[src/rtl/pt2272_symbol_decoder.sv]
// PT2272-style front end: measures din pulse widths, classifies high/low pairs
// into tri-state symbols (0/1/F), detects sync bits and frames the symbol stream.
module pt2272_symbol_decoder #(
  parameter int ALPHA      = 16,
  parameter int FRAME_SYMS = 12,
  parameter int CW         = $clog2(64*ALPHA+1)
) (
  input  logic       clk,
  input  logic       rst,
  input  logic       din,
  output logic       sym_valid,
  output logic [1:0] sym_code,
  output logic [3:0] sym_idx,
  output logic       sync_det,
  output logic       in_frame,
  output logic       frame_done,
  output logic       frame_err
);

  localparam logic [CW-1:0] W_2A     = CW'(2*ALPHA);
  localparam logic [CW-1:0] W_8A     = CW'(8*ALPHA);
  localparam logic [CW-1:0] W_16A    = CW'(16*ALPHA);
  localparam logic [CW-1:0] W_MAX    = CW'(64*ALPHA);
  localparam logic [CW-1:0] W_MAX_M1 = CW'(64*ALPHA-1);
  localparam logic [CW-1:0] W_ONE    = CW'(1);
  localparam logic [3:0]    LAST_IDX = 4'(FRAME_SYMS-1);

  typedef enum logic [1:0] {SEEK, P1, P2} state_t;
  typedef enum logic [1:0] {CLS_N, CLS_W, CLS_BAD} cls_t;

  logic          r_sync1, r_sync2, r_din_q;
  logic [CW-1:0] r_h, r_l;
  logic          r_rise_evt, r_sync_evt;
  cls_t          r_cls;

  logic w_rise, w_fall, w_sync_hit;
  logic w_h_narrow, w_h_wide, w_l_short, w_l_long;
  cls_t w_cls;

  assign w_rise     = r_sync2 & ~r_din_q;
  assign w_fall     = ~r_sync2 & r_din_q;
  assign w_h_narrow = (r_h >= W_2A) && (r_h < W_8A);
  assign w_h_wide   = (r_h >= W_8A) && (r_h < W_16A);
  assign w_l_short  = (r_l >= W_2A) && (r_l < W_8A);
  assign w_l_long   = (r_l >= W_8A) && (r_l < W_16A);
  assign w_cls      = (w_h_narrow && w_l_long)  ? CLS_N :
                      (w_h_wide   && w_l_short) ? CLS_W : CLS_BAD;
  // Fires only on the step into saturation, so an endless low reports once.
  assign w_sync_hit = ~r_sync2 & ~r_din_q & (r_l == W_MAX_M1) & w_h_narrow;

  // Counters track the value din_q is about to take, so at a rise edge r_h/r_l
  // hold exactly the widths of the pulse being closed.
  always_ff @(posedge clk) begin
    if (rst) begin
      r_sync1    <= 1'b0;
      r_sync2    <= 1'b0;
      r_din_q    <= 1'b0;
      r_h        <= '0;
      r_l        <= '0;
      r_rise_evt <= 1'b0;
      r_sync_evt <= 1'b0;
      r_cls      <= CLS_N;
    end else begin
      r_sync1 <= din;
      r_sync2 <= r_sync1;
      r_din_q <= r_sync2;
      if (w_rise)
        r_h <= W_ONE;
      else if (r_sync2 && (r_h != W_MAX))
        r_h <= r_h + W_ONE;
      if (w_fall)
        r_l <= W_ONE;
      else if (!r_sync2 && (r_l != W_MAX))
        r_l <= r_l + W_ONE;
      r_rise_evt <= w_rise;
      r_sync_evt <= w_sync_hit;
      if (w_rise)
        r_cls <= w_cls;
    end
  end

  state_t     r_state, w_state_nx;
  logic       r_skip, w_skip_nx;
  logic       r_half_w, w_half_w_nx;
  logic [3:0] r_idx, w_idx_nx;
  logic       w_vld_nx, w_sdet_nx, w_done_nx, w_err_nx, w_in_frame_nx;
  logic [1:0] w_code_nx;
  logic [3:0] w_sidx_nx;

  always_ff @(posedge clk) begin
    if (rst) begin
      r_state    <= SEEK;
      r_skip     <= 1'b0;
      r_half_w   <= 1'b0;
      r_idx      <= '0;
      sym_valid  <= 1'b0;
      sym_code   <= '0;
      sym_idx    <= '0;
      sync_det   <= 1'b0;
      in_frame   <= 1'b0;
      frame_done <= 1'b0;
      frame_err  <= 1'b0;
    end else begin
      r_state    <= w_state_nx;
      r_skip     <= w_skip_nx;
      r_half_w   <= w_half_w_nx;
      r_idx      <= w_idx_nx;
      sym_valid  <= w_vld_nx;
      sym_code   <= w_code_nx;
      sym_idx    <= w_sidx_nx;
      sync_det   <= w_sdet_nx;
      in_frame   <= w_in_frame_nx;
      frame_done <= w_done_nx;
      frame_err  <= w_err_nx;
    end
  end

  always_comb begin
    w_state_nx  = r_state;
    w_skip_nx   = r_skip;
    w_half_w_nx = r_half_w;
    w_idx_nx    = r_idx;
    w_vld_nx    = 1'b0;
    w_code_nx   = sym_code;
    w_sidx_nx   = sym_idx;
    w_sdet_nx   = 1'b0;
    w_done_nx   = 1'b0;
    w_err_nx    = 1'b0;
    if (r_sync_evt) begin
      // The rise after a sync only closes the sync pulse itself: skip it.
      w_sdet_nx  = 1'b1;
      w_err_nx   = (r_state != SEEK);
      w_state_nx = P1;
      w_skip_nx  = 1'b1;
      w_idx_nx   = '0;
    end else if (r_rise_evt && (r_state != SEEK)) begin
      if (r_skip) begin
        w_skip_nx = 1'b0;
      end else if (r_state == P1) begin
        if (r_cls == CLS_BAD) begin
          w_err_nx   = 1'b1;
          w_state_nx = SEEK;
        end else begin
          w_half_w_nx = (r_cls == CLS_W);
          w_state_nx  = P2;
        end
      end else if ((r_cls == CLS_BAD) || (r_half_w && (r_cls == CLS_N))) begin
        w_err_nx   = 1'b1;
        w_state_nx = SEEK;
      end else begin
        w_vld_nx  = 1'b1;
        w_sidx_nx = r_idx;
        if (r_half_w)
          w_code_nx = 2'b01;
        else if (r_cls == CLS_N)
          w_code_nx = 2'b00;
        else
          w_code_nx = 2'b10;
        if (r_idx == LAST_IDX) begin
          w_done_nx  = 1'b1;
          w_idx_nx   = '0;
          w_state_nx = SEEK;
        end else begin
          w_idx_nx   = r_idx + 4'd1;
          w_state_nx = P1;
        end
      end
    end
    w_in_frame_nx = (w_state_nx != SEEK) || w_done_nx;
  end

endmodule

[config.mk]
export PLATFORM = sky130hd
export DESIGN_NAME = pt2272_symbol_decoder
export DESIGN_NICKNAME = d
export VERILOG_FILES = /design/src/rtl/pt2272_symbol_decoder.sv
export SDC_FILE = /design/constraint.sdc
export NUM_CORES = 1
export LEC_CHECK = 0
export CORE_MARGIN = 2
export CORE_UTILIZATION = 32
export DETAILED_ROUTE_END_ITERATION = 8
export DONT_BUFFER_PORTS = 1
export SYNTH_ARGS = -nofsm -noshare
export SYNTH_HDL_FRONTEND = slang
export SYNTH_SLANG_ARGS = --single-unit
[constraint.sdc]
create_clock -name clk -period 2 [get_ports clk]
set_clock_uncertainty 0.15 [all_clocks]
set_input_delay 0.3 -clock clk [delete_from_list [all_inputs] [get_ports clk]]
set_output_delay 0.3 -clock clk [all_outputs]
set_load 0.005 [all_outputs]
==> impl_metrics.csv <==
group,metric,value,unit
grt,grt_overflow,0,
clocking,post_cts_buffers,0,
timing,max_freq,0.584,GHz
final_layout,area_delta_synth_final,10.1,%
floorplanning,num_rows,29,
drt,wl_met2,1.83,mm
floorplanning,core_area,6420,um2
yosys,synthFlopType,"dfxtp_1",
drt,first_pass_iters,4,
timing,fin_crit_sh,85.7,%
worst_setup_path,critPathSlowestCell,"dlygate4sd3_1",
timing,rsz0062_at_grt,"false",
timing,period_needed,1.71,ns
timing,worstMarginPinSlew,0.714,ns
yosys,syn_nets,240,
yosys,ys_ff_latch,48,
grt,antenna_found_initial,0,
clocking,cts.sinks,48,
floorplanning,die_area,7380,um2
worst_setup_path,crit_required,2.05,ns
yosys,synthCells,232,
drt,final_antenna_net_count,0,
placed_design,dp.cells,304,
final_layout,final_cell_mix,"48 x dfxtp_1, 33 x nor2_1, 15 x a21oi_1",
drt,vias,1615,
yosys,synth_top_area_share,44.8,%
drt,drc,0,
min_path,holdPathStages,2,
grt,grt_pass1_vias,1459,
timing,setup_viol,0,
clocking,cts_tree,"done",
worst_setup_path,cp_cell_sequence,"dlygate4sd3_1, nor3_1, a32o_1",
timing,hold_violations,0,
worst_setup_path,critPathKind,"in -> reg",
timing,slew_viol_final,0,
yosys,async_flop_share,0,%
clocking,insertion_delay,0.31,ns
worst_setup_path,cpPeakStageDelay,1.00,ns
floorplanning,initial_utilization,33.4,%
yosys,ys_types,51,
worst_setup_path,reg2regPathDepth,5,
outcome,status,"finished, final reports clean",
power_and_ir_drop,p_per_area,750,nW/um2
timing,max_slew_margin,52.2,%
run,max_cap_viol_count,0,
drt,wl_met1,2.00,mm
worst_setup_path,crit_fanout,19,
power_and_ir_drop,leakage,0.920,nW
clocking,clock-root-buffer,"clkbuf_8",
worst_setup_path,crit_path_end_kind,"flip-flop",
yosys,netlist_top_cells_area,"dfxtp_1 45%, nor2_1 5.8%, mux2i_1 4.2%, xor2_1 3.7%, a21oi_1 3.5%",
placed_design,place.gp.congestion,0.770,
grt,grt_pass1_wl,6.84,mm
floorplanning,io_pins,14,
drt,post_drt_wl_per_cell,12.8,um
timing,timing.hold.ws,0.0847,ns
clocking,htreeDepth,2,
clocking,clkTransAtPathRegs,0.10,ns
clocking,clk_path_buf_depth,2,
yosys,avgSynthCellArea,9.25,um2
floorplanning,die_x,85.9,um
drt,drt_iter0_markers,53,
drt,wl,4.01,mm
worst_setup_path,worstPathArrival,1.77,ns
final_layout,fin_nets,244,
yosys,synth_warnings,0,
min_path,worstHoldPathType,"in -> reg",
placed_design,placed_cell_area,2230,um2
worst_setup_path,startpoint_type,"input port",
drt,dr_wl_met3,108,um
yosys,seq_area_frac_synth,44.8,%
timing,finalSetupTns,0,ns
floorplanning,die_h,85.9,um
drt,top_layer_used,"met4",
yosys,syn_area,2150,um2
clocking,cts_made_buffers,5,
grt,grt_max_degree,20,
placed_design,place_hpwl,2.70,mm
yosys,synth.largest_area_cell,"dfxtp_1",
yosys,synth_edf_count,0,
grt,grt_util_all_layers,11.7,%
final_layout,fin_cells,314,
power_and_ir_drop,peakVddDrop,249,uV
placed_design,port_buffers,0,
final_layout,diodes,0,
drt,viasPerCell,5.14,
final_layout,drive_gt1_share,9.28,%
final_layout,final_cell_area,2360,um2
final_layout,mostFrequentLayoutCell,"dfxtp_1",
synthesized netlist by cell type, types with 5 or more instances:
library cell  number
a21oi_1           15
dfxtp_1           48
ha_1               5
inv_1              9
mux2i_1            9
nand2_1           12
nand4_1            9
nor2_1            33
nor2b_1            5
nor3_1             8
o21ai_0            8
or3_1              5
xor2_1             9
stage by stage:
step / setup slack, ns / util, % / total power, mW
floorplan: 0.419 / - / 1.05
global placement: 0.357 / 34.7 / 1.06
detailed placement: 0.332 / 34.7 / 1.06
CTS: 0.249 / 36.8 / 1.80
global route: 0.180 / 36.8 / 1.86
finish: 0.286 / 36.8 / 1.77
metal layers:
| layer | GRT usage, % | vias to the layer above |
|---|---|---|
| met3 | 3.56 | 7 |
| li1 | - | 834 |
| met4 | 5.19 | 0 |
| met1 | 15.1 | 755 |
| met2 | 17.8 | 19 |
| met5 | 0 | - |
worst paths after layout:
kind | startpoint | endpoint | slack, ns
worst max-delay path | rst | r_cls[0]$_SDFFE_PP0P_ | 0.29
worst min-delay path | rst | r_idx[0]$_SDFFE_PP0P_ | 0.08
worst min register to register | r_sync1$_SDFF_PP0_ | r_sync2$_SDFF_PP0_ | 0.30
worst max register to register | r_l[0]$_SDFFE_PP0P_ | r_l[10]$_SDFFE_PP0P_ | 0.33
state kept, by name, indices dropped and copies added, names as in the netlist, 2 cells and up:
signal    flops
r_l          11
sym_idx       4
r_cls         2
r_state       2
r_idx         4
sym_code      2
r_h          11
cells by family (layout without fill, tap and decap cells):
family	after synthesis	count (layout)	synth area share (%)
simple gates	102	102	28.0
mux	9	9	4.20
buf+inv	16	21	2.91
xor+xnor	12	12	4.90
flops	48	48	44.8
compound gates	40	40	12.3
fa+ha+maj	5	5	2.91
cell type report:
type / count / area [um2]
Fill cell: 650 / 4060
Multi-Input combinational cell: 168 / 1120
Sequential cell: 48 / 961
Tap cell: 77 / 96.3
Clock buffer: 5 / 68.8
Clock inverter: 3 / 46.3
Timing Repair Buffer: 4 / 35.0
Inverter: 9 / 33.8
critical path: cells and delay by family:
kind | cells | cell delay, ns
buffers and inverters | 1 | 1.00
and+or+nand+nor | 1 | 0.17
AOI/OAI and AO/OA | 1 | 0.30
where the power goes:
group          total, mW  internal (mW)  switching [mW]
Combinational     0.0661         0.0280          0.0381
Clock              0.726          0.377           0.349
Sequential         0.980          0.966          0.0142
timing repair:
action                                 CTS  global route
gates resized for setup                  0             0
endpoints found under the hold margin   19             0
hold buffers                             2             0
No activity file was read; power rests on OpenSTA's default activity.
